===== config.mk =====
export PLATFORM = sky130hd
export DESIGN_NAME = imem_loader
export DESIGN_NICKNAME = d
export VERILOG_FILES = /design/src/rtl/imem_loader.sv
export SDC_FILE = /design/constraint.sdc
export NUM_CORES = 1
export LEC_CHECK = 0
export BUFFER_PORTS_ARGS = -buffer_cell sky130_fd_sc_hd__buf_2
export CAP_MARGIN = 20
export CORE_UTILIZATION = 60
export CTS_BUF_LIST = sky130_fd_sc_hd__clkbuf_2 sky130_fd_sc_hd__clkbuf_4 sky130_fd_sc_hd__clkbuf_8
export CTS_CLUSTER_DIAMETER = 100
export CTS_CLUSTER_SIZE = 24
export DETAILED_ROUTE_END_ITERATION = 10
export PLACE_DENSITY = 0.82
export SYNTH_ARGS = -nofsm -noshare
export SYNTH_HDL_FRONTEND = slang
export SYNTH_SLANG_ARGS = --single-unit
export TNS_END_PERCENT = 5

===== constraint.sdc =====
create_clock -name clk -period 8.2 [get_ports clk]
set_input_delay 0 -clock clk [delete_from_list [all_inputs] [get_ports clk]]
set_output_delay 0 -clock clk [all_outputs]
set_load 0.005 [all_outputs]

===== src/rtl/imem_loader.sv =====
// imem_loader: assembles a byte stream into 32-bit little-endian words and
// writes them sequentially into instruction memory, holding the core in reset
// until the whole image has landed.
// Optional feature macro: IMEM_LOADER_CHECKSUM_EN (trailing XOR checksum byte).
module imem_loader #(
    parameter int ADDR_W    = 10,
    parameter int BASE_ADDR = 0
) (
    input  logic              clk,
    input  logic              rst_n,
    input  logic              start,
    input  logic [7:0]        in_data,
    input  logic              in_valid,
    output logic              in_ready,
    output logic              mem_we,
    output logic [ADDR_W-1:0] mem_addr,
    output logic [31:0]       mem_wd,
    output logic              busy,
    output logic              done,
    output logic              err,
    output logic              cpu_rst_n
);

    typedef enum logic [2:0] {
        S_IDLE,
        S_LEN0,
        S_LEN1,
        S_DATA,
`ifdef IMEM_LOADER_CHECKSUM_EN
        S_CHK,
`endif
        S_DONE,
        S_ERR
    } state_t;

    localparam logic [16:0]       DEPTH = 17'd1 << ADDR_W;
    localparam logic [ADDR_W-1:0] BASE  = ADDR_W'(BASE_ADDR);

    state_t              state_q, state_d;
    logic [15:0]         len_q, len_d;
    logic [1:0]          bidx_q, bidx_d;
    logic [15:0]         wcnt_q, wcnt_d;
    logic [31:0]         word_q, word_d;
    logic [7:0]          csum_q, csum_d;
    logic                we_q, we_d;
    logic [ADDR_W-1:0]   addr_q, addr_d;
    logic [31:0]         wd_q, wd_d;
    logic                done_q, done_d;
    logic                err_q, err_d;
    logic                accept;
    logic [15:0]         n_full;

    assign accept    = in_valid && in_ready;
    assign n_full    = {in_data, len_q[7:0]};
    assign mem_we    = we_q;
    assign mem_addr  = addr_q;
    assign mem_wd    = wd_q;
    assign done      = done_q;
    assign err       = err_q;
    // Core leaves reset together with done, i.e. one cycle after the last write.
    assign cpu_rst_n = done_q;

    // Handshake and busy are pure functions of state.
    always_comb begin
        in_ready = 1'b0;
        busy     = 1'b0;
        case (state_q)
            S_LEN0, S_LEN1, S_DATA: begin in_ready = 1'b1; busy = 1'b1; end
`ifdef IMEM_LOADER_CHECKSUM_EN
            S_CHK:                  begin in_ready = 1'b1; busy = 1'b1; end
`endif
            default: ;
        endcase
    end

    // Next-state logic: length parse, word assembly, write strobe generation.
    always_comb begin
        state_d = state_q;
        len_d   = len_q;
        bidx_d  = bidx_q;
        wcnt_d  = wcnt_q;
        word_d  = word_q;
        csum_d  = csum_q;
        we_d    = 1'b0;
        wd_d    = wd_q;
        // Address advances the cycle after each write; wraps modulo depth.
        addr_d  = we_q ? addr_q + 1'b1 : addr_q;
        case (state_q)
            S_IDLE, S_DONE, S_ERR: begin
                if (start) begin
                    state_d = S_LEN0;
                    len_d   = '0;
                    bidx_d  = '0;
                    wcnt_d  = '0;
                    word_d  = '0;
                    csum_d  = '0;
                    addr_d  = BASE;
                end
            end
            S_LEN0: begin
                if (accept) begin
                    len_d[7:0] = in_data;
                    state_d    = S_LEN1;
                end
            end
            S_LEN1: begin
                if (accept) begin
                    len_d[15:8] = in_data;
                    if (n_full == 16'd0 || {1'b0, n_full} > DEPTH) state_d = S_ERR;
                    else                                          state_d = S_DATA;
                end
            end
            S_DATA: begin
                if (accept) begin
                    word_d[{bidx_q, 3'b000} +: 8] = in_data;
                    csum_d = csum_q ^ in_data;
                    bidx_d = bidx_q + 2'd1;
                    if (bidx_q == 2'd3) begin
                        we_d   = 1'b1;
                        wd_d   = {in_data, word_q[23:0]};
                        wcnt_d = wcnt_q + 16'd1;
                        if (wcnt_q == len_q - 16'd1) begin
`ifdef IMEM_LOADER_CHECKSUM_EN
                            state_d = S_CHK;
`else
                            state_d = S_DONE;
`endif
                        end
                    end
                end
            end
`ifdef IMEM_LOADER_CHECKSUM_EN
            S_CHK: begin
                if (accept) state_d = (in_data == csum_q) ? S_DONE : S_ERR;
            end
`endif
            default: state_d = S_IDLE;
        endcase
        // done lags DONE entry by one cycle so the final write retires first.
        done_d = (state_q == S_DONE) && (state_d == S_DONE);
        err_d  = (state_d == S_ERR);
    end

    // State and datapath registers.
    always_ff @(posedge clk or negedge rst_n) begin
        if (!rst_n) begin
            state_q <= S_IDLE;
            len_q   <= '0;
            bidx_q  <= '0;
            wcnt_q  <= '0;
            word_q  <= '0;
            csum_q  <= '0;
            we_q    <= 1'b0;
            addr_q  <= BASE;
            wd_q    <= '0;
            done_q  <= 1'b0;
            err_q   <= 1'b0;
        end else begin
            state_q <= state_d;
            len_q   <= len_d;
            bidx_q  <= bidx_d;
            wcnt_q  <= wcnt_d;
            word_q  <= word_d;
            csum_q  <= csum_d;
            we_q    <= we_d;
            addr_q  <= addr_d;
            wd_q    <= wd_d;
            done_q  <= done_d;
            err_q   <= err_d;
        end
    end

endmodule

==> impl_results.md <==
- Peak supply drop: 0.000134 V
- Delay of the slowest critical-path stage: 710 ps
- Type of the worst setup path: reg2reg
- Pleak: 2.94 nW
- Class of the most critical hold timing path: in2async
- Met2 Use GR: 0.466
- I/O pin total: 60
- Total chip power: 1.67 mW
- Mapped cell area: 5050 um^2
- Count of vias placed by the detailed router: 4191
- Total negative slack: 0 ps
- Arithmetic-cell share of the synthesized area counting full adders, half adders and majority gates: 0.0173
- WP data arrival: 3320 ps
- Area of the multi-input gates: 2250 um^2
- Register cell area after layout: 2650 um^2
- Number of buffers between clock root and the deepest sink: 2
- Syn_nets: 586
- Final-report setup violation count: 0
- Final critical-path required period: 3050 ps
- List of most frequent post-synthesis cells: sky130_fd_sc_hd__nand2_1, sky130_fd_sc_hd__dfrtp_1, sky130_fd_sc_hd__o21ai_0
- Synth Area in Compound Gates: 0.0931
- Iteration count of the initial detailed-routing pass: 5
- Syn. warnings: 0
- GR Overflow Total: 0
- Wire length of the first global-routing pass: 19100 um
- Number of clock sinks: 106
- Main combinational cell family by area after synthesis: simple AND/OR/NAND/NOR gates
- Number of violations reported at the end of detailed-routing iteration 0: 307
- WL final: 11500 um
- Average wire length per cell after detail routing: 15.6 um
- RD Place Congestion: 0.873
- Required @ worst endpoint: 8470 ps
- Area grow syn2layout: 13.3%
- Count of filler cells inserted in the layout: 667
- Clock-pin transition on the worst setup and hold timing paths: 100 ps
- H-tree depth: 3
- Fin Clk Skew: 13.6 ps
- Number of buffers added for setup after CTS: 0
- Via count of the first global-routing pass: 4080
- Number of buffers and inverters on the critical path: 1
- Post-synthesis mux area share: 0.00396
- Max-capacitance violation count: 0
- Synth cell types: 48
- Initial antenna violation count: 0
- Share of synthesized area occupied by flip-flops and latches: 0.525
- Maximum achievable frequency: 328 MHz
- Kind of end point of the critical path: flop
- Overall die height: 93.8 um
- Insertion delay to the later sink of the worst-skew pair: 370 ps
- Relative slew slack: 0.314
- Mapped Avg Cell Area: 8.91 um^2
- Cell chain of the critical path: inv_1, ha_1, or4b_2, nor3_1, xor2_1, o221a_2, o21ai_0, nand4_1, o21a_1
- Number of buffers added by the clock tree synthesis step: 9
- Synth top area share: 0.525
- CP top delay family: simple AND/OR/NAND/NOR gates
- Largest driver fanout on the critical path: 6
- CTS root buf: sky130_fd_sc_hd__clkbuf_8
- Top post-synthesis cells by area: sky130_fd_sc_hd__dfrtp_1, sky130_fd_sc_hd__nand2_1, sky130_fd_sc_hd__xor2_1, sky130_fd_sc_hd__o21ai_0, sky130_fd_sc_hd__nor2_1
- Global routing's busiest layer: met2
- ANT cells: 0
- RSZ-0062 raised after global routing: false
- Xor-xnor portion of the synthesized cell area: 0.0711
- Leading cell type by number of instances after synthesis: sky130_fd_sc_hd__nand2_1
- Status: completed
- Number of instances in the synthesized netlist: 567
- Effective utilization at floorplan: 0.618
- Count of nets after finishing: 646
- Share of synthesized registers carrying an async set or reset: 1.00
- Area of the die: 8790 um^2
- Final clock period utilization by the worst path: 0.372
- Routing usage on met3: 0.0485
- Type of origin of the critical path: flop
- Post-synthesis simple-gate area fraction: 0.259
- Estimated wirelength of the detail-placed design: 7860 um
- Die X: 93.8 um
- Met1 capacity usage during global routing: 0.362
- Leading register cell type out of synthesis: sky130_fd_sc_hd__dfrtp_1
- TritonCTS clock tree: done
- Average via count per standard cell: 5.69
- PwrDens: 292 nW/um^2
- Cell at the slowest stage of the critical path: sky130_fd_sc_hd__or4b_2
- Count of input and output buffers: 59
- Final hold vios: 0
- Cell taking the most area after synthesis: sky130_fd_sc_hd__dfrtp_1
- Count of state elements after synthesis: 106
- Number of rows created at floorplan: 33
- Final Slew Violations: 0
- Placeable core area: 8180 um^2
- Count of nets left with antenna violations after detail routing: 0
- Pin count of the biggest net entering global routing: 58
- All-Layer GR Usage: 0.282
- Fraction of layout instances using a drive strength above 1: 0.138
- Final routed DRC violation total: 0
- Least-Margin Pin Slew: 1030 ps
- Number of synthesized flops with an enable pin: 0
[metal layers]
| metal | up-vias | wire, um |
|---|---|---|
| met5 | - | 0 |
| met3 | 28 | 614 |
| met2 | 142 | 5700 |
| met1 | 2018 | 4890 |
| li1 | 2003 | - |
| met4 | 0 | 303 |
[kinds of logic (layout without fill, tap and decap cells)]
group,count (synthesis),after routing
compound gates,78,78
buf+inv,36,101
flops,106,106
simple gates,297,297
mux,2,2
fa+ha+maj,7,7
xor+xnor,41,41
[placed cells by master (no fill, tap or decap), drive strengths merged, types with 2 or more instances in the layout]
master         n
nand3b         2
or4b           2
xnor2         13
a21oi          9
nand2b         3
inv           11
nor4b          2
dlygate4sd3   11
ha             7
o211ai         3
clkinv         3
buf           65
xor2          28
and3           6
or3            3
a22o           7
nor2b          3
nand4         10
nand4b         2
nand2        181
mux2i          2
nor3b          2
or4            4
o21ai         48
dfrtp        106
nor4           3
nand3         22
nor3           7
nor2          42
clkbuf        10
[through the flow]
step | setup slack, ps | instance area (um^2) | cells | hold slack, ps | util
detailed placement | 5020 | 5390 | 708 | 52.6 | 0.660
global placement | 5180 | 5390 | 708 | 47.3 | 0.660
finish | 5150 | 5720 | 737 | 167 | 0.700
global route | 4930 | 5720 | 737 | 231 | 0.700
CTS | 5000 | 5690 | 735 | 189 | 0.695
floorplan | 5500 | 5050 | 567 | -296 | -
[sequential cells by signal, summed over array words and instances (netlist names)]
register and count:
mem_we 1, len_q 16, mem_wd 32, word_q 24
wcnt_q 16, state_q 3, mem_addr 10, cpu_rst_n 1
err 1, bidx_q 2
[worst reg2reg max path, delay by kind of cell (launching register included)]
family,cells,cell delay [ps]
xor gates and xnor gates,1,140
and+or+nand+nor,3,1420
buffers and inverters,1,90
AOI/OAI and AO/OA,3,650
adders and majority gates,1,230
DFF,1,420
[where the power goes]
| part | switching (mW) | internal (mW) | total (mW) |
|---|---|---|---|
| sequential | 0.114 | 0.612 | 0.726 |
| clock | 0.183 | 0.118 | 0.301 |
| combinational | 0.372 | 0.270 | 0.641 |
[what timing repair did]
item / CTS / global route
hold buffers: 11 / 0
hold endpoints to repair: 89 / 0
resized for setup: 0 / 0
[cell type report]
type | count | share of cell area
inverter | 9 | 0.00591
clock buffer | 10 | 0.0230
sequential | 106 | 0.464
multi-input combinational | 425 | 0.393
tap | 105 | 0.0230
timing repair buffer | 76 | 0.0827
clock inverter | 6 | 0.00897
[path summary, 6_finish.rpt]
path / start / end / slack (ps) / cells past startpoint
max: len_q[0] / state_q[1] / 5150 / 9
min: rst_n / mem_addr[2] / 170 / 2
max reg2reg: len_q[0] / state_q[1] / 5150 / 9
min reg2reg: mem_wd[18] / mem_wd[18] / 480 / 2
max in group asynchronous: rst_n / wcnt_q[12] / 6870 / 3
min in group clk: mem_wd[18] / mem_wd[18] / 480 / 2
Power figures use the tool's default switching activity.
